<file path="config.mk">
export PLATFORM = sky130hd
export DESIGN_NAME = axi_rw_master
export DESIGN_NICKNAME = d
export VERILOG_FILES = /design/src/rtl/axi_pkg.sv /design/src/rtl/axi_rw_arb.sv /design/src/rtl/axi_rw_master.sv
export SDC_FILE = /design/constraint.sdc
export NUM_CORES = 1
export LEC_CHECK = 0
export CAP_MARGIN = 15
export CORE_AREA = 2 2 262 264
export CTS_CLUSTER_DIAMETER = 150
export DETAILED_ROUTE_END_ITERATION = 16
export DIE_AREA = 0 0 264 266
export SYNTH_ARGS = -nofsm -noshare
export SYNTH_HDL_FRONTEND = slang
export SYNTH_SLANG_ARGS = --single-unit
</file>
<file path="constraint.sdc">
create_clock -name clk -period 2.1 [get_ports clk]
set_input_delay 0.315 -clock clk [delete_from_list [all_inputs] [get_ports clk]]
set_output_delay 0.315 -clock clk [all_outputs]
set_load 0.02 [all_outputs]
</file>
<file path="src/rtl/axi_pkg.sv">
// Shared AXI4 encodings and the state type of the merged read/write master.
package axi_pkg;

  typedef enum logic [1:0] {
    RESP_OKAY   = 2'b00,
    RESP_EXOKAY = 2'b01,
    RESP_SLVERR = 2'b10,
    RESP_DECERR = 2'b11
  } axi_resp_e;

  typedef enum logic [1:0] {
    BURST_FIXED = 2'b00,
    BURST_INCR  = 2'b01,
    BURST_WRAP  = 2'b10
  } axi_burst_e;

  typedef enum logic [2:0] {
    SIZE_1B   = 3'd0,
    SIZE_2B   = 3'd1,
    SIZE_4B   = 3'd2,
    SIZE_8B   = 3'd3,
    SIZE_16B  = 3'd4,
    SIZE_32B  = 3'd5,
    SIZE_64B  = 3'd6,
    SIZE_128B = 3'd7
  } axi_size_e;

  localparam logic [2:0] PROT_INSTR = 3'b100;
  localparam logic [2:0] PROT_DATA  = 3'b000;

  typedef enum logic [2:0] {
    ST_IDLE,
    ST_AR,
    ST_R,
    ST_AW_W,
    ST_B
  } state_e;

endpackage

</file>
<file path="src/rtl/axi_rw_arb.sv">
// Fixed-priority (load/store over fetch) request select with the capture
// register that holds the granted request for the rest of the transaction.
module axi_rw_arb
  import axi_pkg::*;
#(
  parameter int ADDR_W = 64,
  parameter int DATA_W = 64
) (
  input  logic                clk_i,
  input  logic                rstn_i,
  input  logic                grant_en_i,
  input  logic                if_valid_i,
  input  logic [ADDR_W-1:0]   if_addr_i,
  input  logic                ls_valid_i,
  input  logic [ADDR_W-1:0]   ls_addr_i,
  input  logic [2:0]          ls_size_i,
  input  logic [DATA_W-1:0]   ls_wdata_i,
  input  logic [DATA_W/8-1:0] ls_wstrb_i,
  output logic                if_ready_o,
  output logic                ls_ready_o,
  output logic                req_ls_o,
  output logic [ADDR_W-1:0]   req_addr_o,
  output logic [2:0]          req_size_o,
  output logic [DATA_W-1:0]   req_wdata_o,
  output logic [DATA_W/8-1:0] req_wstrb_o
);

  logic                reqLs_q, reqLs_d;
  logic [ADDR_W-1:0]   addr_q, addr_d;
  logic [2:0]          size_q, size_d;
  logic [DATA_W-1:0]   wdata_q, wdata_d;
  logic [DATA_W/8-1:0] wstrb_q, wstrb_d;

  assign ls_ready_o = grant_en_i & ls_valid_i;
  assign if_ready_o = grant_en_i & if_valid_i & ~ls_valid_i;

  always_comb begin
    reqLs_d = reqLs_q;
    addr_d  = addr_q;
    size_d  = size_q;
    wdata_d = wdata_q;
    wstrb_d = wstrb_q;
    if (ls_ready_o) begin
      reqLs_d = 1'b1;
      addr_d  = ls_addr_i;
      size_d  = ls_size_i;
      wdata_d = ls_wdata_i;
      wstrb_d = ls_wstrb_i;
    end else if (if_ready_o) begin
      reqLs_d = 1'b0;
      addr_d  = if_addr_i;
      size_d  = SIZE_4B;
    end
  end

  always_ff @(posedge clk_i or negedge rstn_i) begin
    if (!rstn_i) begin
      reqLs_q <= 1'b0;
      addr_q  <= '0;
      size_q  <= '0;
      wdata_q <= '0;
      wstrb_q <= '0;
    end else begin
      reqLs_q <= reqLs_d;
      addr_q  <= addr_d;
      size_q  <= size_d;
      wdata_q <= wdata_d;
      wstrb_q <= wstrb_d;
    end
  end

  assign req_ls_o    = reqLs_q;
  assign req_addr_o  = addr_q;
  assign req_size_o  = size_q;
  assign req_wdata_o = wdata_q;
  assign req_wstrb_o = wstrb_q;

endmodule

</file>
<file path="src/rtl/axi_rw_master.sv">
// Single-outstanding AXI4 master merging the fetch port and the load/store
// port onto one bus; the FSM and all channel drivers live here.
module axi_rw_master
  import axi_pkg::*;
#(
  parameter int          ADDR_W = 64,
  parameter int          DATA_W = 64,
  parameter int          ID_W   = 4,
  parameter int unsigned IF_ID  = 0,
  parameter int unsigned LS_ID  = 1
) (
  input  logic                clk,
  input  logic                rstn,
  input  logic                if_valid,
  output logic                if_ready,
  input  logic [ADDR_W-1:0]   if_addr,
  output logic [31:0]         if_rdata,
  output logic                if_rvalid,
  output logic                if_err,
  input  logic                ls_valid,
  input  logic                ls_we,
  input  logic [ADDR_W-1:0]   ls_addr,
  input  logic [2:0]          ls_size,
  input  logic [DATA_W-1:0]   ls_wdata,
  input  logic [DATA_W/8-1:0] ls_wstrb,
  output logic                ls_ready,
  output logic [DATA_W-1:0]   ls_rdata,
  output logic                ls_rvalid,
  output logic                ls_err,
  output logic [ID_W-1:0]     ARID,
  output logic [ADDR_W-1:0]   ARADDR,
  output logic [7:0]          ARLEN,
  output logic [2:0]          ARSIZE,
  output logic [1:0]          ARBURST,
  output logic [2:0]          ARPROT,
  output logic                ARLOCK,
  output logic [3:0]          ARCACHE,
  output logic [3:0]          ARQOS,
  output logic [3:0]          ARREGION,
  output logic                ARVALID,
  input  logic                ARREADY,
  input  logic [ID_W-1:0]     RID,
  input  logic [DATA_W-1:0]   RDATA,
  input  logic [1:0]          RRESP,
  input  logic                RLAST,
  input  logic                RVALID,
  output logic                RREADY,
  output logic [ID_W-1:0]     AWID,
  output logic [ADDR_W-1:0]   AWADDR,
  output logic [7:0]          AWLEN,
  output logic [2:0]          AWSIZE,
  output logic [1:0]          AWBURST,
  output logic [2:0]          AWPROT,
  output logic                AWLOCK,
  output logic [3:0]          AWCACHE,
  output logic [3:0]          AWQOS,
  output logic [3:0]          AWREGION,
  output logic                AWVALID,
  input  logic                AWREADY,
  output logic [DATA_W-1:0]   WDATA,
  output logic [DATA_W/8-1:0] WSTRB,
  output logic                WLAST,
  output logic                WVALID,
  input  logic                WREADY,
  input  logic [ID_W-1:0]     BID,
  input  logic [1:0]          BRESP,
  input  logic                BVALID,
  output logic                BREADY
);

  state_e              state_q, state_d;
  logic                awDone_q, awDone_d, wDone_q, wDone_d;
  logic                ifRvalid_q, ifRvalid_d, ifErr_q, ifErr_d;
  logic                lsRvalid_q, lsRvalid_d, lsErr_q, lsErr_d;
  logic [31:0]         ifRdata_q, ifRdata_d;
  logic [DATA_W-1:0]   lsRdata_q, lsRdata_d;
  logic                grantEn, reqLs, rdErr;
  logic [ADDR_W-1:0]   reqAddr;
  logic [2:0]          reqSize;
  logic [DATA_W-1:0]   reqWdata;
  logic [DATA_W/8-1:0] reqWstrb;
  logic [ID_W-1:0]     expId;
  logic [31:0]         fetchWord;

  // No grant during the response-pulse cycle, so a requester sees its
  // completion before it can be accepted again (4 cycles per read minimum).
  assign grantEn = rstn & (state_q == ST_IDLE) & ~ifRvalid_q & ~lsRvalid_q;

  axi_rw_arb #(
    .ADDR_W(ADDR_W),
    .DATA_W(DATA_W)
  ) u_arb (
    .clk_i       (clk),
    .rstn_i      (rstn),
    .grant_en_i  (grantEn),
    .if_valid_i  (if_valid),
    .if_addr_i   (if_addr),
    .ls_valid_i  (ls_valid),
    .ls_addr_i   (ls_addr),
    .ls_size_i   (ls_size),
    .ls_wdata_i  (ls_wdata),
    .ls_wstrb_i  (ls_wstrb),
    .if_ready_o  (if_ready),
    .ls_ready_o  (ls_ready),
    .req_ls_o    (reqLs),
    .req_addr_o  (reqAddr),
    .req_size_o  (reqSize),
    .req_wdata_o (reqWdata),
    .req_wstrb_o (reqWstrb)
  );

  assign expId = reqLs ? ID_W'(LS_ID) : ID_W'(IF_ID);
  assign rdErr = (RRESP != RESP_OKAY) | (RID != expId) | ~RLAST;

  generate
    if (DATA_W == 64) begin : g_fetch64
      assign fetchWord = reqAddr[2] ? RDATA[63:32] : RDATA[31:0];
    end else begin : g_fetch32
      assign fetchWord = RDATA[31:0];
    end
  endgenerate

  always_comb begin
    state_d    = state_q;
    awDone_d   = awDone_q;
    wDone_d    = wDone_q;
    ifRvalid_d = 1'b0;
    ifErr_d    = 1'b0;
    lsRvalid_d = 1'b0;
    lsErr_d    = 1'b0;
    ifRdata_d  = ifRdata_q;
    lsRdata_d  = lsRdata_q;
    unique case (state_q)
      ST_IDLE: begin
        awDone_d = 1'b0;
        wDone_d  = 1'b0;
        if (ls_ready)      state_d = ls_we ? ST_AW_W : ST_AR;
        else if (if_ready) state_d = ST_AR;
      end
      ST_AR: if (ARREADY) state_d = ST_R;
      ST_R: begin
        if (RVALID) begin
          state_d = ST_IDLE;
          if (reqLs) begin
            lsRvalid_d = 1'b1;
            lsErr_d    = rdErr;
            lsRdata_d  = RDATA;
          end else begin
            ifRvalid_d = 1'b1;
            ifErr_d    = rdErr;
            ifRdata_d  = fetchWord;
          end
        end
      end
      ST_AW_W: begin
        awDone_d = awDone_q | AWREADY;
        wDone_d  = wDone_q | WREADY;
        if (awDone_d && wDone_d) state_d = ST_B;
      end
      ST_B: begin
        if (BVALID) begin
          state_d    = ST_IDLE;
          lsRvalid_d = 1'b1;
          lsErr_d    = (BRESP != RESP_OKAY) | (BID != ID_W'(LS_ID));
        end
      end
      default: state_d = ST_IDLE;
    endcase
  end

  always_ff @(posedge clk or negedge rstn) begin
    if (!rstn) begin
      state_q    <= ST_IDLE;
      awDone_q   <= 1'b0;
      wDone_q    <= 1'b0;
      ifRvalid_q <= 1'b0;
      ifErr_q    <= 1'b0;
      lsRvalid_q <= 1'b0;
      lsErr_q    <= 1'b0;
      ifRdata_q  <= '0;
      lsRdata_q  <= '0;
    end else begin
      state_q    <= state_d;
      awDone_q   <= awDone_d;
      wDone_q    <= wDone_d;
      ifRvalid_q <= ifRvalid_d;
      ifErr_q    <= ifErr_d;
      lsRvalid_q <= lsRvalid_d;
      lsErr_q    <= lsErr_d;
      ifRdata_q  <= ifRdata_d;
      lsRdata_q  <= lsRdata_d;
    end
  end

  assign if_rvalid = ifRvalid_q;
  assign if_err    = ifErr_q;
  assign if_rdata  = ifRdata_q;
  assign ls_rvalid = lsRvalid_q;
  assign ls_err    = lsErr_q;
  assign ls_rdata  = lsRdata_q;

  assign ARVALID  = (state_q == ST_AR);
  assign ARID     = expId;
  assign ARADDR   = reqAddr;
  assign ARSIZE   = reqSize;
  assign ARPROT   = reqLs ? PROT_DATA : PROT_INSTR;
  assign ARLEN    = 8'd0;
  assign ARBURST  = BURST_INCR;
  assign ARLOCK   = 1'b0;
  assign ARCACHE  = 4'd0;
  assign ARQOS    = 4'd0;
  assign ARREGION = 4'd0;
  assign RREADY   = (state_q == ST_R);

  assign AWVALID  = (state_q == ST_AW_W) & ~awDone_q;
  assign AWID     = ID_W'(LS_ID);
  assign AWADDR   = reqAddr;
  assign AWSIZE   = reqSize;
  assign AWPROT   = PROT_DATA;
  assign AWLEN    = 8'd0;
  assign AWBURST  = BURST_INCR;
  assign AWLOCK   = 1'b0;
  assign AWCACHE  = 4'd0;
  assign AWQOS    = 4'd0;
  assign AWREGION = 4'd0;
  assign WVALID   = (state_q == ST_AW_W) & ~wDone_q;
  assign WDATA    = reqWdata;
  assign WSTRB    = reqWstrb;
  assign WLAST    = 1'b1;
  assign BREADY   = (state_q == ST_B);

endmodule

</file>
==> results of run 1 <==
-- synth_stat cells, drive strengths merged (3+ instances only) --
cell	instances
inv	5
mux2i	96
nor4b	3
o21ai	38
nand2	253
nor2	70
nand3	3
a21oi	69
clkbuf	17
mux2	65
buf	167
o22ai	3
dfrtp	245
-- final cells by class --
cell class,instances,share of cell area [%]
timing repair buffer,651,34.81
tap,882,5.871
clock inverter,11,0.7721
sequential,245,32.66
inverter,5,0.1398
clock buffer,44,4.759
antenna,1,0.01331
multi-input combinational,676,20.97
-- routing by layer --
| metal | part of all wire (%) | up-vias |
|---|---|---|
| met5 | 0.096 | - |
| met4 | 2.9 | 6 |
| met3 | 11 | 72 |
| met2 | 50 | 449 |
| met1 | 36 | 4467 |
| li1 | - | 4396 |
-- cell usage in the layout, fill, tap and decap left out, types with 2 or more instances in the layout --
cell / count
o22ai_1: 3
mux2i_1: 95
clkbuf_1: 6
dlygate4sd2_1: 5
clkinvlp_4: 2
dfrtp_2: 7
clkbuf_16: 31
a22o_1: 2
inv_6: 2
inv_1: 3
buf_12: 12
nor2_1: 69
dfrtp_1: 238
nand2_1: 253
conb_1: 59
mux2_2: 65
nor4b_1: 2
o21ai_0: 38
nand3_4: 2
clkdlybuf4s50_1: 590
a21oi_1: 69
buf_4: 37
clkinv_2: 4
buf_6: 3
clkbuf_8: 7
bufinv_16: 3
-- per-stage QoR --
stage	setup slack [ns]	utilization, %	power (mW)	hold WS (ns)
3_5_place_dp	0.06283	26.04	23.48	0.4543
2_1_floorplan	0.3588	-	16.24	0.01941
3_3_place_gp	0.08595	26.04	23.28	0.4475
6_report	-0.1666	27.75	28.77	0.2484
4_1_cts	-0.1669	27.68	29.15	0.2039
5_1_grt	-0.2211	27.74	30.34	0.2294
-- sequential cells by signal (all words and copies together), names as in the netlist --
name               flops
awDone_q               1
if_err                 1
if_rdata              32
if_rvalid              1
ls_err                 1
ls_rdata              64
ls_rvalid              1
state_q                3
u_arb.req_addr_o      64
u_arb.req_ls_o         1
u_arb.req_size_o       3
u_arb.req_wdata_o     64
u_arb.req_wstrb_o      8
wDone_q                1
-- final timing paths --
path | slack, ns | end | depth (start not counted)
worst max-delay path | -0.17 | if_ready | 4
worst min-delay path | 0.25 | u_arb.req_wdata_o[11] | 3
worst max register to register | 0.07 | u_arb.req_addr_o[61] | 8
worst min register to register | 0.47 | u_arb.req_wdata_o[10] | 2
max in group asynchronous | 0.94 | u_arb.req_wdata_o[38] | 3
min in group asynchronous | 0.43 | u_arb.req_addr_o[2] | 3
-- cell families (layout without fill, tap and decap cells) --
kind of cell / after synthesis / after routing / share of synthesized area [%]
compound gates: 118 / 118 / 5.597
xor+xnor: 1 / 1 / 0.07916
mux: 161 / 161 / 15.30
other cells: 2 / 60 / 0.06786
flops: 245 / 245 / 55.40
buf+inv: 189 / 711 / 11.50
simple gates: 337 / 337 / 12.06
-- worst max-delay path, stage by stage, from the launching register on --
cell and delay [ns]:
dfrtp_2 0.42, nor4b_4 0.33, and2_4 0.19, and3b_2 0.28, buf_12 0.13
-- power breakdown --
part	total [mW]	switching, mW	internal [mW]
logic	14.8	7.58	7.18
registers	8.58	1.63	6.96
clock network	5.42	2.12	3.31
-- timing repair --
item	4_1_cts	5_1_grt
setup endpoints to repair	13	10
buffers inserted	8	2
gates resized for setup	41	13
pin swaps	3	3
hold buffers	1	0
hold endpoints to repair	245	0
==> out/results.tsv, run 1 <==
metric	value	unit
status	finished, violations left	
failing checks	negative setup slack	
HP Start	ls_wdata[11]	
CP Launch Type	register	
Reg area	6140	um^2
Critical Path Start	state_q[2]	
Final Non-Filler Cells	2515	
VDD IR max	0.7948	mV
Buffers on Ports	604	
Synth top area share	55.40	%
Hold Violations, Final	0	
Post-synth top flop	dfrtp_1	
Post-DP Area	17640	um^2
Vias	9390	
Slew @ Worst Pin	0.8376	ns
Hold Path Class	input port to register	
share of post-route cells with drive strength above 1	11.64	%
initial antenna violation count	9	
Initial Util	16.34	%
Leakage	8.506	nW
global route overflow	0	
Period minus WS final	2.267	ns
routability cong.	0.8115	
Die H	266	um
FF-to-FF Start	state_q[2]	
Bufs on Longest Clock Path	3	
Seq/Total Area, Yosys	55.40	%
met2 usage	20.67	%
vias per cell	3.734	
Multi-input gate area	3941	um^2
critical path arrival	1.95	ns
CTS Sinks	245	
global routing usage on met1	12.18	%
Inst Count DP	2449	
Final Cell Area	18800	um^2
worst setup slack after layout	-0.1666	ns
Layout fillers	7023	
Setup Skew	0.03231	ns
Fin Setup TNS	-0.2029	ns
CP endpoint kind	primary output	
WL final	42590	um
met3 Use GR	4.686	%
Fmax	441.2	MHz
TritonCTS Buffers	31	
largest net degree at the start of global routing	124	
clock root cell	clkbuf_16	
first-pass GRT wire length	61980	um
Post-Syn Area	11070	um^2
core area	67750	um^2
max-cap violation count	0	
final period utilization	107.9	%
final net count	1900	
row count	96	
Post-DRT Antenna Nets	0	
Avg Cell Area, Syn	10.51	um^2
Warnings, synthesis	0	
Worst-path clk slew	0.06	ns
worst-path fanout max	3	
Remaining DRCs	0	
GR peak layer	met2	
DR WL/cell	16.94	um
Detailed Routing Iterations Pass 1	4	
Total Routing Usage GR	11.46	%
largest cells by area after synthesis	dfrtp_1, buf_4, mux2i_1	
Rel. slew slack	44.16	%
Synth async-reset ratio	100.0	%
Pwr Density	1530	nW/um^2
Final Setup Violations	2	
Worst Path Class, Setup	register to primary output	
detailed placement HPWL	33340	um
Die ar.	70220	um^2
# IOs	664	
vias in the first global route	9843	
RSZ-0062 raised after global routing	true	
largest area contributor in the netlist	dfrtp_1	
Die X-Extent	264	um
post-synthesis instance total	1053	
WP data required	1.78	ns
Max Transition Viols Final	0	
H-tree levels	1	
clock latency at the later pin of the worst-skew pair	0.59	ns
Yosys reg bits	245	
1st-iter DRT viols	275	
area grow syn2layout	69.85	%
CTS tree	done	
EDFF count, synth	0	
Unique masters post-synth	35	
(Power assumes the default switching activity.)
==> inputs of run 2 (changes only) <==
Settings changed: ABC_CLOCK_PERIOD_IN_PS set to 2100.
==> results of run 2 <==
Final layout, timing and power as in run 1 (identical DEF).
==> inputs of run 3 (changes only) <==
Settings changed: CORE_AREA 2 2 262 264 to 3 3 255 257, DIE_AREA 0 0 264 266 to 0 0 258 260.
==> out/results.tsv, run 3 (synthesis results as in run 1) <==
metric	value	unit	change
logic gate share of total power	51.9	%	+0.6 points
clock root cell	clkbuf_16		
Fin Setup TNS	-0.07910	ns	+0.1238 ns
max-cap violation count	0		unchanged
Crit-path slowest cell	dfrtp_1		
Final Cell Area	18700	um^2	-0.53%
final net count	1896		-0.21%
Slew @ Worst Pin	0.7295	ns	-0.1081 ns
area grow syn2layout	68.94	%	
reg-to-reg slack, setup	0.10	ns	+0.03 ns
sw power	11.27	mW	-0.44%
failing checks	negative setup slack		
routability cong.	0.8661		+6.7%
critical path's top delay family	simple AND/OR/NAND/NOR gates		
Period minus WS final	2.163	ns	-0.1039 ns
WP data required	1.78	ns	about the same
Crit. path cell count	4		unchanged
initial antenna violation count	3		-6
Final Setup Violations	2		unchanged
Int Pwr	17.29	mW	-0.91%
worst setup slack after layout	-0.06267	ns	+0.1039 ns
Hold Violations, Final	0		unchanged
Setup Skew	0.02763	ns	-0.004681 ns
critical path arrival	1.85	ns	-0.10 ns
Buffers & Inverters on Critical Path	1		unchanged
clock power share	18.2	%	-0.7 points
CTS tree	done		
Critical Path Start	if_rvalid		
VDD IR max	0.7868	mV	-1.0%
Buffers on Ports	604		unchanged
# IOs	664		unchanged
DR WL/cell	16.95	um	about the same
commonest cells after routing, fill and taps aside	clkdlybuf4s50_1, nand2_1, dfrtp_1		
Rel. slew slack	51.36	%	+7.2 points
HP Start	ls_wdata[13]		
H-tree levels	1		unchanged
Die X-Extent	258	um	-2.3%
final period utilization	103.0	%	-4.9 points
Detailed Routing Iterations Pass 1	4		unchanged
global route overflow	0		unchanged
sw frac	39.47	%	+0.11 points
CP Cell Sequence	nor4b_4 > and2_4 > and3b_2 > buf_6		
share of post-route cells with drive strength above 1	11.24	%	-0.40 points
slowest stage delay, CP	0.41	ns	about the same
Worst-path clk slew	0.06	ns	about the same
Bufs on Longest Clock Path	3		unchanged
Post-DP Area	17580	um^2	-0.31%
Pwr Density	1527	nW/um^2	-0.19%
Die ar.	67080	um^2	-4.5%
CP endpoint kind	primary output		
FF-to-FF Start	if_rvalid		
Fmax	462.4	MHz	+4.8%
Layout fillers	6511		-7.3%
CP Launch Type	register		
Max Transition Viols Final	0		unchanged
1st-iter DRT viols	338		+23%
clock latency at the later pin of the worst-skew pair	0.57	ns	-0.02 ns
Worst Path Class, Setup	register to primary output		
WL final	41940	um	-1.5%
first-pass GRT wire length	61560	um	-0.68%
most common cell after layout, fill and taps aside	clkdlybuf4s50_1		
Remaining DRCs	0		unchanged
Reg power frac	29.9	%	about the same
Post-DRT Antenna Nets	0		unchanged
TritonCTS Buffers	30		-3.2%
RSZ-0062 raised after global routing	true		
vias in the first global route	9837		-0.061%
Initial Util	17.58	%	+1.2 points
reg2reg path depth	8		unchanged
Min Hold Slack	0.2683	ns	+0.01995 ns
Die H	260	um	-2.3%
Hold Path Class	input port to register		
Leakage	8.499	nW	about the same
Vias	9342		-0.51%
detailed placement HPWL	33080	um	-0.76%
vias per cell	3.775		+1.1%
CTS Sinks	245		unchanged
worst-path fanout max	3		unchanged
row count	92		-4.2%
status	finished, violations left		
core area	62970	um^2	-7.1%
worst setup path end	if_ready		
Total Routing Usage GR	11.76	%	+0.30 points
reg2reg end	u_arb.req_addr_o[32]		
largest net degree at the start of global routing	113		-8.9%
## run 3: area by class of cell
cell class              instances  area [um^2]  area share (%)
repair buffers                648         6513           34.83
flip-flops and latches        245         6133           32.80
multi-input cells             676         3958           21.17
well taps                     846         1059           5.662
clock buffers                  47        934.6           4.999
clock inverters                 7        76.32          0.4082
inverters                       5        21.27          0.1138
diodes                          1        2.502         0.01338
## run 3: repair_timing
item / 4_1_cts / 5_1_grt
pin swaps: 3 / 2
buffers inserted: 1 / 3
setup endpoints to repair: 13 / 23
gates cloned: 0 / 0
hold endpoints to repair: 35 / 0
gates resized for setup: 41 / 11
hold buffers: 1 / 0
## run 3: worst reg2reg max path, delay by kind of cell (launching register included)
kind / cells / cell delay, ns
buffers and inverters: 4 / 0.77
AND/OR/NAND/NOR: 2 / 0.43
flip-flops: 1 / 0.41
multiplexers: 1 / 0.17
AO/OA/AOI/OAI: 1 / 0.09
## run 3: power by group through the flow
stage / combinational (mW) / clock (mW) / sequential, mW
floorplan: 5.35 / 0 / 10.9
global placement: 14.8 / 0 / 8.48
detailed placement: 14.9 / 0 / 8.59
CTS: 15.0 / 5.44 / 8.56
global route: 15.8 / 5.63 / 8.82
finish: 14.8 / 5.20 / 8.53
## run 3: how the worst min path moves through the flow
stage                                  endpoint  slack [ns]  depth (start not counted)
after detailed placement   u_arb.req_addr_o[63]        0.43                          2
final                     u_arb.req_wdata_o[13]        0.27                          3
after CTS                 u_arb.req_wdata_o[13]        0.22                          3
after global routing      u_arb.req_wdata_o[13]        0.23                          3
after global placement     u_arb.req_addr_o[63]        0.42                          2
after floorplan                        awDone_q        0.02                          0
## run 3: per-layer routing
metal | routed length [um] | GRT usage [%]
met2 | 21490 | 21.46
met3 | 3957 | 4.275
met5 | 11 | 0
met1 | 15230 | 12.67
met4 | 1248 | 3.602
## run 3: metrics by stage
stage	setup slack [ns]	total power [mW]	std cells	utilization, %
floorplan	0.3588	16.24	1110	-
global placement	-0.1434	23.29	2415	27.93
detailed placement	-0.1679	23.52	2415	27.93
CTS	-0.1092	28.98	2471	29.59
global route	-0.1675	30.24	2475	29.69
finish	-0.06267	28.56	2475	29.69
